File: src/rtl/bf_jump_linker_if.sv
// Bus between the jump linker, program memory and jump table.
// The master side is the controller/memory; the slave side is the linker.
interface bf_jump_linker_if #(
   parameter int AW = 8
);
   logic          start;
   logic          busy;
   logic          done;
   logic          err;
   logic [1:0]    err_code;
   logic [AW-1:0] err_addr;
   logic [AW-1:0] prog_addr;
   logic [7:0]    prog_data;
   logic          jt_wr;
   logic [AW-1:0] jt_addr;
   logic [AW-1:0] jt_data;

   modport master (
      output start, prog_data,
      input  busy, done, err, err_code, err_addr, prog_addr, jt_wr, jt_addr, jt_data
   );

   modport slave (
      input  start, prog_data,
      output busy, done, err, err_code, err_addr, prog_addr, jt_wr, jt_addr, jt_data
   );
endinterface

File: src/rtl/bf_jump_linker.sv
// Pre-run bracket matcher: scans program memory once and writes both
// directions of every matched [ ] pair into the jump table.
module bf_jump_linker #(
   parameter int AW    = 8,
   parameter int DEPTH = 16,
   parameter int SPW   = 5
) (
   input  logic             clk,
   input  logic             nrst,
   bf_jump_linker_if.slave  bus
);
   localparam int         IW       = (DEPTH > 1) ? $clog2(DEPTH) : 1;
   localparam logic [7:0] CH_OPEN  = 8'h5B;
   localparam logic [7:0] CH_CLOSE = 8'h5D;
   localparam logic [7:0] CH_END   = 8'h00;

   typedef enum logic [2:0] {S_IDLE, S_SCAN, S_LINK, S_DONE, S_ERR} state_t;

   state_t                   state_q;
   logic [AW-1:0]            pc_q;
   logic [SPW-1:0]           sp_q;
   logic [DEPTH-1:0][AW-1:0] stack_q;
   logic                     busy_q, done_q, err_q;
   logic [1:0]               code_q;
   logic [AW-1:0]            eaddr_q;

   logic [SPW-1:0] sp_m1, sp_m2;
   logic [AW-1:0]  top, below;
   logic           last, sp_full, sp_empty, push;

   assign sp_m1    = sp_q - SPW'(1);
   assign sp_m2    = sp_q - SPW'(2);
   assign top      = stack_q[sp_m1[IW-1:0]];
   assign below    = stack_q[sp_m2[IW-1:0]];
   assign last     = &pc_q;
   assign sp_full  = (sp_q == SPW'(DEPTH));
   assign sp_empty = (sp_q == '0);
   assign push     = (state_q == S_SCAN) && (bus.prog_data == CH_OPEN) && !sp_full;

   // Stack contents need no reset: entries are only read below sp.
   always_ff @(posedge clk) begin
      if (push) stack_q[sp_q[IW-1:0]] <= pc_q;
   end

   always_ff @(posedge clk or negedge nrst) begin
      if (!nrst) begin
         state_q <= S_IDLE;
         pc_q    <= '0;
         sp_q    <= '0;
         busy_q  <= 1'b0;
         done_q  <= 1'b0;
         err_q   <= 1'b0;
         code_q  <= 2'd0;
         eaddr_q <= '0;
      end else begin
         case (state_q)
            S_IDLE, S_DONE, S_ERR: begin
               if (bus.start) begin
                  state_q <= S_SCAN;
                  pc_q    <= '0;
                  sp_q    <= '0;
                  busy_q  <= 1'b1;
                  done_q  <= 1'b0;
                  err_q   <= 1'b0;
                  code_q  <= 2'd0;
               end
            end
            S_SCAN: begin
               case (bus.prog_data)
                  CH_OPEN: begin
                     if (sp_full) begin
                        state_q <= S_ERR; busy_q <= 1'b0; err_q <= 1'b1;
                        code_q  <= 2'd3;  eaddr_q <= pc_q;
                     end else begin
                        sp_q <= sp_q + SPW'(1);
                        // A [ in the last slot can never close; it is the innermost open.
                        if (last) begin
                           state_q <= S_ERR; busy_q <= 1'b0; err_q <= 1'b1;
                           code_q  <= 2'd2;  eaddr_q <= pc_q;
                        end else begin
                           pc_q <= pc_q + AW'(1);
                        end
                     end
                  end
                  CH_CLOSE: begin
                     if (sp_empty) begin
                        state_q <= S_ERR; busy_q <= 1'b0; err_q <= 1'b1;
                        code_q  <= 2'd1;  eaddr_q <= pc_q;
                     end else begin
                        state_q <= S_LINK;
                     end
                  end
                  CH_END: begin
                     busy_q <= 1'b0;
                     if (sp_empty) begin
                        state_q <= S_DONE; done_q <= 1'b1;
                     end else begin
                        state_q <= S_ERR; err_q <= 1'b1;
                        code_q  <= 2'd2;  eaddr_q <= top;
                     end
                  end
                  default: begin
                     if (last) begin
                        busy_q <= 1'b0;
                        if (sp_empty) begin
                           state_q <= S_DONE; done_q <= 1'b1;
                        end else begin
                           state_q <= S_ERR; err_q <= 1'b1;
                           code_q  <= 2'd2;  eaddr_q <= top;
                        end
                     end else begin
                        pc_q <= pc_q + AW'(1);
                     end
                  end
               endcase
            end
            S_LINK: begin
               sp_q <= sp_m1;
               if (last) begin
                  busy_q <= 1'b0;
                  if (sp_q == SPW'(1)) begin
                     state_q <= S_DONE; done_q <= 1'b1;
                  end else begin
                     state_q <= S_ERR; err_q <= 1'b1;
                     code_q  <= 2'd2;  eaddr_q <= below;
                  end
               end else begin
                  state_q <= S_SCAN;
                  pc_q    <= pc_q + AW'(1);
               end
            end
            default: state_q <= S_IDLE;
         endcase
      end
   end

   // First half of a link is written from SCAN on the ], second half from LINK.
   assign bus.jt_wr     = (state_q == S_LINK) ||
                          ((state_q == S_SCAN) && (bus.prog_data == CH_CLOSE) && !sp_empty);
   assign bus.jt_addr   = (state_q == S_LINK) ? top  : pc_q;
   assign bus.jt_data   = (state_q == S_LINK) ? pc_q : top;
   assign bus.prog_addr = pc_q;
   assign bus.busy      = busy_q;
   assign bus.done      = done_q;
   assign bus.err       = err_q;
   assign bus.err_code  = code_q;
   assign bus.err_addr  = eaddr_q;
endmodule

File: src/flat_wrapper.sv
// flat-port wrapper written by rule: the top's interface ports become plain ports
module bf_jump_linker_flat 
#(
   parameter int AW    = 8,
   parameter int DEPTH = 16,
   parameter int SPW   = 5
)
  (clk, nrst, bus_start, bus_prog_data, bus_busy, bus_done, bus_err, bus_err_code, bus_err_addr, bus_prog_addr, bus_jt_wr, bus_jt_addr, bus_jt_data);
  bf_jump_linker_if #(.AW(AW)) bus_i ();
  input  logic clk;
  input  logic nrst;
  input wire logic [$bits(bus_i.start)-1:0] bus_start;
  input wire logic [$bits(bus_i.prog_data)-1:0] bus_prog_data;
  output wire logic [$bits(bus_i.busy)-1:0] bus_busy;
  output wire logic [$bits(bus_i.done)-1:0] bus_done;
  output wire logic [$bits(bus_i.err)-1:0] bus_err;
  output wire logic [$bits(bus_i.err_code)-1:0] bus_err_code;
  output wire logic [$bits(bus_i.err_addr)-1:0] bus_err_addr;
  output wire logic [$bits(bus_i.prog_addr)-1:0] bus_prog_addr;
  output wire logic [$bits(bus_i.jt_wr)-1:0] bus_jt_wr;
  output wire logic [$bits(bus_i.jt_addr)-1:0] bus_jt_addr;
  output wire logic [$bits(bus_i.jt_data)-1:0] bus_jt_data;
  assign bus_i.start = bus_start;
  assign bus_i.prog_data = bus_prog_data;
  assign bus_busy = bus_i.busy;
  assign bus_done = bus_i.done;
  assign bus_err = bus_i.err;
  assign bus_err_code = bus_i.err_code;
  assign bus_err_addr = bus_i.err_addr;
  assign bus_prog_addr = bus_i.prog_addr;
  assign bus_jt_wr = bus_i.jt_wr;
  assign bus_jt_addr = bus_i.jt_addr;
  assign bus_jt_data = bus_i.jt_data;
  bf_jump_linker #(.AW(AW), .DEPTH(DEPTH), .SPW(SPW)) u_core (.clk(clk), .nrst(nrst), .bus(bus_i));
endmodule
File: config.mk
export PLATFORM = sky130hd
export DESIGN_NAME = bf_jump_linker_flat
export DESIGN_NICKNAME = d
export VERILOG_FILES = /design/src/rtl/bf_jump_linker_if.sv /design/src/rtl/bf_jump_linker.sv /design/src/flat_wrapper.sv
export SDC_FILE = /design/constraint.sdc
export NUM_CORES = 1
export LEC_CHECK = 0
export BUFFER_PORTS_ARGS = -buffer_cell sky130_fd_sc_hd__buf_2
export CAP_MARGIN = 20
export CORE_MARGIN = 3
export CORE_UTILIZATION = 34
export DETAILED_ROUTE_END_ITERATION = 10
export SYNTH_ARGS = -nofsm -noshare
export SYNTH_HDL_FRONTEND = slang
export SYNTH_SLANG_ARGS = --single-unit
File: constraint.sdc
create_clock -name clk -period 9.9 [get_ports clk]
set_input_delay 0.99 -clock clk [delete_from_list [all_inputs] [get_ports clk]]
set_output_delay 0.99 -clock clk [all_outputs]
set_load 0.02 [all_outputs]
==> flow_summary.toml <==
[outcome]
status = "finished, final reports clean"

[critical_path]
crit_buf_inv = 3
crit_required_ns = 8.91
crit_cells = 10
critPathLaunchType = "register"
rrSetupSlack_ns = 6.46
critPathTopFamily = "adder cells"
crit_top_cell = "nor2_1"
reg2regPathDepth = 10
arrival_ns = 3.75
worst_path_max_delay_cell = "ha_1"
r2r_start = "u_core.sp_q[1]$_DFFE_PN0P_"
r2r_end = "u_core.bus.err_addr[2]$_DFFE_PN0P_"
crit_type = "register to output pin"
cp_max_fo = 36
cp-end-kind = "output pin"
cp_slowest_stage_delay_ns = 0.87
crit_chain = "buf_4, inv_1, ha_1, nand2_1, mux2i_1, a22oi_1, o21ai_0, nor2_1, nor2_1, buf_2"

[drt]
vias_per_cell = 5.730
vias = 5386
drc = 0
drtPass1Iterations = 5
wl_mm = 22.04
ant_nets = 0
wire_per_inst_microns = 23.45
drt_iter0_drc = 672

[yosys]
netlist_instances = 563
synth_edf_count = 128
synth-seq-cells = 157
synth_area_leaders = "edfxtp_1, mux4_2, dfrtp_1, nand2_1, nor2_1"
synth.largest_area_cell = "edfxtp_1"
syn_nets = 583
async_reset_ff_share_pct = 18.47
syn_area_sq_um = 8204
synthDistinctLibCells = 64
syn_avg_cell_area_sq_um = 14.57
yosys_warnings = 0
synth.top_cell.area_share_pct = 46.85
seq_area_frac_synth_pct = 55.70
synth_ff_type = "edfxtp_1"

[min_path]
hold_path.class = "register to register"
hold_depth = 1
whs_endpoint = "u_core.bus.err_code[1]$_DFFE_PN0P_"
min_from = "u_core.bus.err_code[1]$_DFFE_PN0P_"

[pwr]
switching_power_uw = 1218
p_seq_share_pct = 29.8
p_per_area_nw_per_um2 = 307.2
clock_power_share_pct = 21.4
power.share.combinational_pct = 48.8
ir_worst_vdd_mv = 0.1433
swShare_pct = 42.33
p_int_uw = 1659
p_leak_uw = 0.003150

[sta]
final.setup.tns_ns = 0
rsz0062_at_grt = "false"
clock_skew_ns = 0.009759
max_freq_mhz = 211.2
relSlewSlack_pct = 28.60
setup_viol = 0
worst_pin_slew_ns = 1.071
finalHoldViolCount = 0
period_minus_slack_ns = 4.735
finalMaxSlewViolations = 0
fin_crit_sh_pct = 47.83

[grt]
top_usage_layer = "met2"
grt_max_degree = 51
use_met2_pct = 29.45
met3_usage_pct = 4.540
antenna_found_initial = 0
grt.overflow.total = 0
grt_pass1_wl_mm = 33.53
grt_pass1_vias = 5314
grtUsageMet1_pct = 22.58
grtUsageTotal_pct = 17.30

[die]
core_sq_um = 23610
die_h_microns = 161.3
num_rows = 56
die_x_microns = 161.3
initial_core_util_pct = 34.74
ioPinCount = 49
dieArea_sq_um = 26030

[cells_and_area]
multi_input_area_sq_um = 3448
final_common_cell = "edfxtp_1"
syn_to_final_growth_pct = 14.14
ff_latch_area_sq_um = 4573
design_area_sq_um = 9364
drive_gt1_share_pct = 29.79
diodes = 0
fin_nets = 628
fillers = 2175
final_cell_mix = "edfxtp_1, mux4_2, nand2_1"

[clock_network]
cts_buffers = 17
cts-root-buf = "clkbuf_16"
ctsHtreeMaxLevel = 4
insertion_delay_ns = 0.44
postCtsHoldBufs = 0
cts.clk_slew.worst_paths_ns = 0.07
cts-resized-gates = 0
clock-sinks = 157
clock_path_buffers = 2
cts_tree = "yes"
cts_setup_buffers = 0

[flow_run]
drv_cap = 0

[placed_design]
gp_congestion = 0.9065
dp_hpwl_mm = 14.79
portBuffers = 48
placed_area_sq_um = 8766
## final cells by class
class	instances	share of cell area, %
Sequential cell	157	48.84
Multi-Input combinational cell	363	36.83
Clock buffer	17	4.543
Tap cell	319	4.262
Timing Repair Buffer	63	3.888
Clock inverter	15	1.403
Inverter	6	0.2405
## sequential cells by signal, indices dropped and copies added, names as in the netlist
register	flops
u_core.bus.err_code	2
u_core.bus.err_addr	8
u_core.bus.done	1
u_core.stack_q	128
u_core.state_q	3
u_core.bus.busy	1
u_core.bus.prog_addr	8
u_core.bus.err	1
u_core.sp_q	5
## Yosys cell counts, types with 3 or more instances
cell	n
nand2_1	57
mux2i_1	16
nor2b_1	3
nand2b_1	6
mux4_1	3
ha_1	9
nand4_1	3
xor2_1	3
dfrtp_1	29
buf_6	3
clkbuf_1	13
buf_4	8
a21o_1	3
o21ai_0	33
a31oi_1	9
and3_1	4
edfxtp_1	128
inv_1	6
or3_1	3
a21oi_1	14
buf_1	3
nor2_1	51
nand3_1	7
buf_2	10
o21bai_1	7
o31ai_1	3
nor3_1	6
a22oi_1	8
mux4_2	68
## layer usage
metal  wire (microns)  up-vias
met5                0        -
met4              192        0
met3             1454       20
met2            11220      210
met1             9175     2835
li1                 -     2321
## cells by family after synthesis
family / Yosys count / synth area share, %
buffers and inverters: 43 / 2.760
XOR/XNOR: 4 / 0.4271
adder cells (fa/ha/maj): 9 / 1.373
multiplexers: 89 / 21.85
flip-flops: 157 / 55.70
AND/OR/NAND/NOR: 163 / 9.944
AO/OA/AOI/OAI: 98 / 7.946
## how the worst max path moves through the flow
| stage | start | endpoint |
|---|---|---|
| 5_1_grt | u_core.sp_q[1]$_DFFE_PN0P_ | bus_jt_data[3] |
| 2_1_floorplan | u_core.sp_q[0]$_DFFE_PN0P_ | bus_jt_data[0] |
| 6_report | u_core.sp_q[1]$_DFFE_PN0P_ | bus_jt_data[3] |
| 4_1_cts | u_core.sp_q[1]$_DFFE_PN0P_ | bus_jt_data[3] |
| 3_3_place_gp | u_core.sp_q[1]$_DFFE_PN0P_ | bus_jt_data[0] |
| 3_5_place_dp | u_core.sp_q[1]$_DFFE_PN0P_ | bus_jt_data[3] |
## per-stage QoR
stage / hold slack, ns / setup WS, ns / cells / total power [uW] / utilization, %
after floorplan: 0.5697 / 6.064 / 563 / 1850 / -
after global placement: 0.4591 / 5.723 / 904 / 2249 / 37.12
after detailed placement: 0.4738 / 5.669 / 904 / 2263 / 37.12
after CTS: 0.4913 / 5.214 / 936 / 2878 / 39.48
after global routing: 0.4987 / 4.946 / 940 / 3029 / 39.66
final: 0.4865 / 5.165 / 940 / 2876 / 39.66
## power groups by stage
stage / clock (uW) / sequential, uW / combinational [uW]
global placement: 0 / 865 / 1380
detailed placement: 0 / 871 / 1390
floorplan: 0 / 858 / 992
CTS: 625 / 858 / 1400
finish: 616 / 856 / 1400
global route: 658 / 868 / 1500
(Power assumes the default switching activity.)
